<file path="src/rtl/regfile_dump_reader.sv">
// Walks a register-file address range through one read port and streams each
// (address, value) pair out on a valid/ready interface. All outputs are registered.
module regfile_dump_reader #(
  parameter int ADDR_W = 5,
  parameter int DATA_W = 32
) (
  input  logic              clk,
  input  logic              rst,
  input  logic              start,
  input  logic              abort,
  input  logic [ADDR_W-1:0] first_addr,
  input  logic [ADDR_W-1:0] last_addr,
  output logic [ADDR_W-1:0] rf_addr,
  input  logic [DATA_W-1:0] rf_data,
  output logic              out_valid,
  input  logic              out_ready,
  output logic [ADDR_W-1:0] out_addr,
  output logic [DATA_W-1:0] out_data,
  output logic              busy,
  output logic              done
);

  // state | meaning
  // IDLE  | waiting for start; range is latched on start
  // READ  | rf_addr has settled for a cycle; capture rf_data at the next edge
  // HOLD  | word presented on out_*; waits for the handshake
  // DONE  | one-cycle done pulse after the last word was accepted
  typedef enum logic [1:0] {
    S_IDLE = 2'd0,
    S_READ = 2'd1,
    S_HOLD = 2'd2,
    S_DONE = 2'd3
  } state_t;

  state_t state, state_nxt;

  logic [ADDR_W-1:0] last_q, last_nxt;
  logic [ADDR_W-1:0] rf_addr_nxt, out_addr_nxt;
  logic [DATA_W-1:0] out_data_nxt;
  logic              out_valid_nxt, busy_nxt, done_nxt;
  logic              hs;

  assign hs = out_valid & out_ready;

  always_ff @(posedge clk or negedge rst) begin
    if (!rst) state <= S_IDLE;
    else      state <= state_nxt;
  end

  // abort outranks start and any pending handshake outcome
  always_comb begin
    state_nxt = state;
    case (state)
      S_IDLE: if (start && !abort) state_nxt = S_READ;
      S_READ: state_nxt = abort ? S_IDLE : S_HOLD;
      S_HOLD: begin
        if (abort)   state_nxt = S_IDLE;
        else if (hs) state_nxt = (out_addr == last_q) ? S_DONE : S_READ;
      end
      S_DONE: state_nxt = S_IDLE;
      default: state_nxt = S_IDLE;
    endcase
  end

  always_comb begin
    last_nxt      = last_q;
    rf_addr_nxt   = rf_addr;
    out_addr_nxt  = out_addr;
    out_data_nxt  = out_data;
    out_valid_nxt = (state_nxt == S_HOLD);
    busy_nxt      = (state_nxt != S_IDLE);
    done_nxt      = (state_nxt == S_DONE);
    if (state == S_IDLE && state_nxt == S_READ) begin
      last_nxt    = last_addr;
      rf_addr_nxt = first_addr;
    end
    if (state == S_READ && state_nxt == S_HOLD) begin
      out_addr_nxt = rf_addr;
      out_data_nxt = rf_data;
    end
    // address wraps naturally at 2^ADDR_W
    if (state == S_HOLD && state_nxt == S_READ)
      rf_addr_nxt = rf_addr + 1'b1;
  end

  always_ff @(posedge clk or negedge rst) begin
    if (!rst) begin
      last_q    <= '0;
      rf_addr   <= '0;
      out_addr  <= '0;
      out_data  <= '0;
      out_valid <= 1'b0;
      busy      <= 1'b0;
      done      <= 1'b0;
    end else begin
      last_q    <= last_nxt;
      rf_addr   <= rf_addr_nxt;
      out_addr  <= out_addr_nxt;
      out_data  <= out_data_nxt;
      out_valid <= out_valid_nxt;
      busy      <= busy_nxt;
      done      <= done_nxt;
    end
  end

endmodule

</file>
<file path="config.mk">
export PLATFORM = sky130hd
export DESIGN_NAME = regfile_dump_reader
export DESIGN_NICKNAME = d
export VERILOG_FILES = /design/src/rtl/regfile_dump_reader.sv
export SDC_FILE = /design/constraint.sdc
export NUM_CORES = 1
export LEC_CHECK = 0
export ABC_CLOCK_PERIOD_IN_PS = 2009
export CORE_MARGIN = 2
export CORE_UTILIZATION = 44
export CTS_BUF_LIST = sky130_fd_sc_hd__clkbuf_4 sky130_fd_sc_hd__clkbuf_8
export CTS_CLUSTER_DIAMETER = 150
export DETAILED_ROUTE_END_ITERATION = 10
export PLACE_DENSITY = 0.83
export SYNTH_ARGS = -nofsm -noshare
export SYNTH_HDL_FRONTEND = slang
export SYNTH_SLANG_ARGS = --single-unit
export TNS_END_PERCENT = 20
</file>
<file path="constraint.sdc">
create_clock -name clk -period 2.01 [get_ports clk]
set_clock_uncertainty 0.15 [all_clocks]
set_input_delay 0.402 -clock clk [delete_from_list [all_inputs] [get_ports clk]]
set_output_delay 0.402 -clock clk [all_outputs]
set_load 0.05 [all_outputs]
</file>
==> out/results.ini <==
[grt]
antenna_found_initial = 0
grt_pass1_vias = 1517
grt_max_degree = 53
track_usage = 0.178
overflow = 0
grt_pass1_wl_um = 7420

[clocking]
cts_sinks = 52
cts_resized = 0
clock_latency_ns = 0.30
htree_levels = 2
cts_root_buffer = clkbuf_8
clk_pin_slew_ns = 0.09
tritoncts = built
numCtsBuffers = 5
max-clock-path-buffers = 2

[sta]
finalCritPeriodShare = 0.866
setup_viol = 0
timing.final.ws_setup_ns = 0.269
tightest_slew_ns = 0.295
hold_violations = 0
fmax_mhz = 574
timing.final.crit_period_ns = 1.74
max_slew_margin = 0.802
rsz0062_at_grt = no
slew_viol_final = 0

[power]
ir_worst_vdd_mv = 0.943
internal-power_w = 0.00246
powerDensity_mw_per_mm2 = 1400
p_sw_frac = 0.453
p_clk_frac = 0.139
p_comb_frac = 0.505
power.share.sequential = 0.356
switchingPower_w = 0.00204
power.leakage_nw = 1.41

[die]
start_util = 0.459
die_area_mm2 = 0.00550
rows = 25
io_pins = 92
core_mm2 = 0.00472
die_w_um = 74.2
die_y_um = 74.2

[synth]
syn-cell-area_mm2 = 0.00217
yosys.cell_types.count = 31
synth_fp_nets = 196
synth.avg_cell_area_um2 = 14.6
synth_seq_area_share = 0.600
yosys_warnings = 0
synth-seq-cells = 52
synth_cells = 148

[routing]
routed_wl_um = 4630
firstDrtPassIters = 4
vias_per_cell = 4.95
drtAntennaViolNets = 0
wire_per_inst_um = 14.6
drt_first_iter_violations = 77
drc_errors = 0
via_count = 1575

[critical_path]
slowest_stage = clkdlybuf4s50_1
cp_max_fo = 20
crit_type = input port to register
worstSetupStartpointType = input port
path_delay_family = buffers and inverters
crit_buf_inv = 3
critical_path.endpoint_type = register
cpPeakStageDelay_ns = 0.49
required_ns = 2.05
crit_path_cell_trace = clkdlybuf4s50_1 -> buf_4 -> nor2_8 -> buf_12 -> mux2_2
cp_data_arrival_time_ns = 1.78

[cells_and_area]
fin_cells = 318
design_area_mm2 = 0.00321
fin_nets = 298
fillers = 341
layout_commonest_cell = dfrtp_1
regArea_mm2 = 0.00130
multi_input_area_um2 = 831
antennaDiodeCount = 0
drive_above_1_share = 0.442
final_cell_mix = dfrtp_1 (52), buf_4 (49), clkdlybuf4s50_1 (45), mux2_2 (42), nand2_1 (7)
syn_to_final_growth_pct = 48.3

[place]
place_area_mm2 = 0.00311
dp_slack_ns = -0.0440
io_buffers = 91
hpwl_um = 3560
dpl.cell_count = 309
place_congestion = 0.787

[outcome]
status = finished clean

[flow_run]
cap_viol_max_count = 0

[hold_path]
worstHoldPathType = register to register

worst paths after layout:
path | startpoint | endpoint | slack (ns) | cells after the start
setup / recovery | abort | out_data[24] | 0.27 | 5
hold / removal | out_data[11] | out_data[11] | 0.36 | 1
setup reg to reg | last_q[0] | rf_addr[4] | 0.34 | 5
hold reg to reg | out_data[11] | out_data[11] | 0.36 | 1
max in group asynchronous | rst | out_data[14] | 1.01 | 3
min in group asynchronous | rst | out_data[2] | 0.48 | 3
sequential cells by signal, summed over array words and instances, names as in the netlist:
signal and count:
out_data 32, last_q 5, out_addr 5, rf_addr 5, state 2, busy 1, done 1, out_valid 1
power by group through the flow:
stage / clock network [W] / registers (W) / logic (W)
finish: 0.000625 / 0.00160 / 0.00227
floorplan: 0 / 0.00266 / 0.000479
CTS: 0.000641 / 0.00161 / 0.00229
detailed placement: 0 / 0.00162 / 0.00229
global placement: 0 / 0.00162 / 0.00226
global route: 0.000693 / 0.00165 / 0.00237
repair_timing:
| action | 4_1_cts | 5_1_grt |
|---|---|---|
| hold buffers | 1 | 0 |
| buffers inserted | 0 | 0 |
| endpoints found under the hold margin | 52 | 0 |
kinds of logic after synthesis:
family,Yosys count,synth area share
buf+inv,6,0.0162
fa+ha+maj,1,0.00577
xor+xnor,5,0.0202
flops,52,0.600
compound gates,17,0.0647
mux,42,0.218
simple gates,25,0.0745
routing by layer:
metal / vias up / GRT usage / routed length, µm
met4: 0 / 0.0424 / 57
met5: - / 0 / 0
met2: 61 / 0.271 / 2310
li1: 739 / - / -
met3: 7 / 0.0691 / 338
met1: 768 / 0.242 / 1930
stage by stage:
| stage | hold slack (ns) | utilization | power (W) | TNS (ns) |
|---|---|---|---|---|
| after floorplan | -0.0436 | - | 0.00314 | 0 |
| after global placement | 0.265 | 0.658 | 0.00388 | -0.0978 |
| after detailed placement | 0.284 | 0.658 | 0.00391 | -0.770 |
| after CTS | 0.368 | 0.680 | 0.00454 | 0 |
| after global routing | 0.381 | 0.680 | 0.00471 | 0 |
| final | 0.364 | 0.680 | 0.00450 | 0 |
synth_stat cells, drive strengths merged:
| master | count | area [µm²] |
|---|---|---|
| ha | 1 | 12.5 |
| nor2 | 2 | 23.8 |
| dfrtp | 52 | 1300 |
| o31ai | 1 | 12.5 |
| a221o | 1 | 10.0 |
| nand2 | 7 | 26.3 |
| a211oi | 3 | 27.5 |
| o211a | 2 | 20.0 |
| o21ai | 4 | 23.8 |
| nand2b | 2 | 15.0 |
| nand3 | 5 | 25.0 |
| a21oi | 1 | 5.00 |
| and2 | 1 | 6.26 |
| o211ai | 1 | 7.51 |
| nor3 | 2 | 10.0 |
| nor2b | 1 | 13.8 |
| nand3b | 2 | 15.0 |
| mux2 | 42 | 473 |
| nor3b | 1 | 12.5 |
| o21bai | 1 | 7.51 |
| buf | 4 | 27.5 |
| o311ai | 3 | 26.3 |
| and3 | 2 | 13.8 |
| xnor2 | 5 | 43.8 |
| inv | 2 | 7.51 |
worst reg2reg max path, cell delays in order (launching register included):
cell and delay, ns:
dfrtp_1 0.40, xnor2_1 0.21, nand3_1 0.20, o31ai_2 0.38, o21ai_0 0.14, o311ai_1 0.09
area by class of cell:
cell class                 instances  share of cell area
inverter                           2             0.00234
tap                               67              0.0261
clock buffer                       6              0.0257
clock inverter                     2             0.00428
timing repair buffer              99               0.278
multi-input combinational         90               0.259
sequential                        52               0.405
No activity file was read; power rests on OpenSTA's default activity.
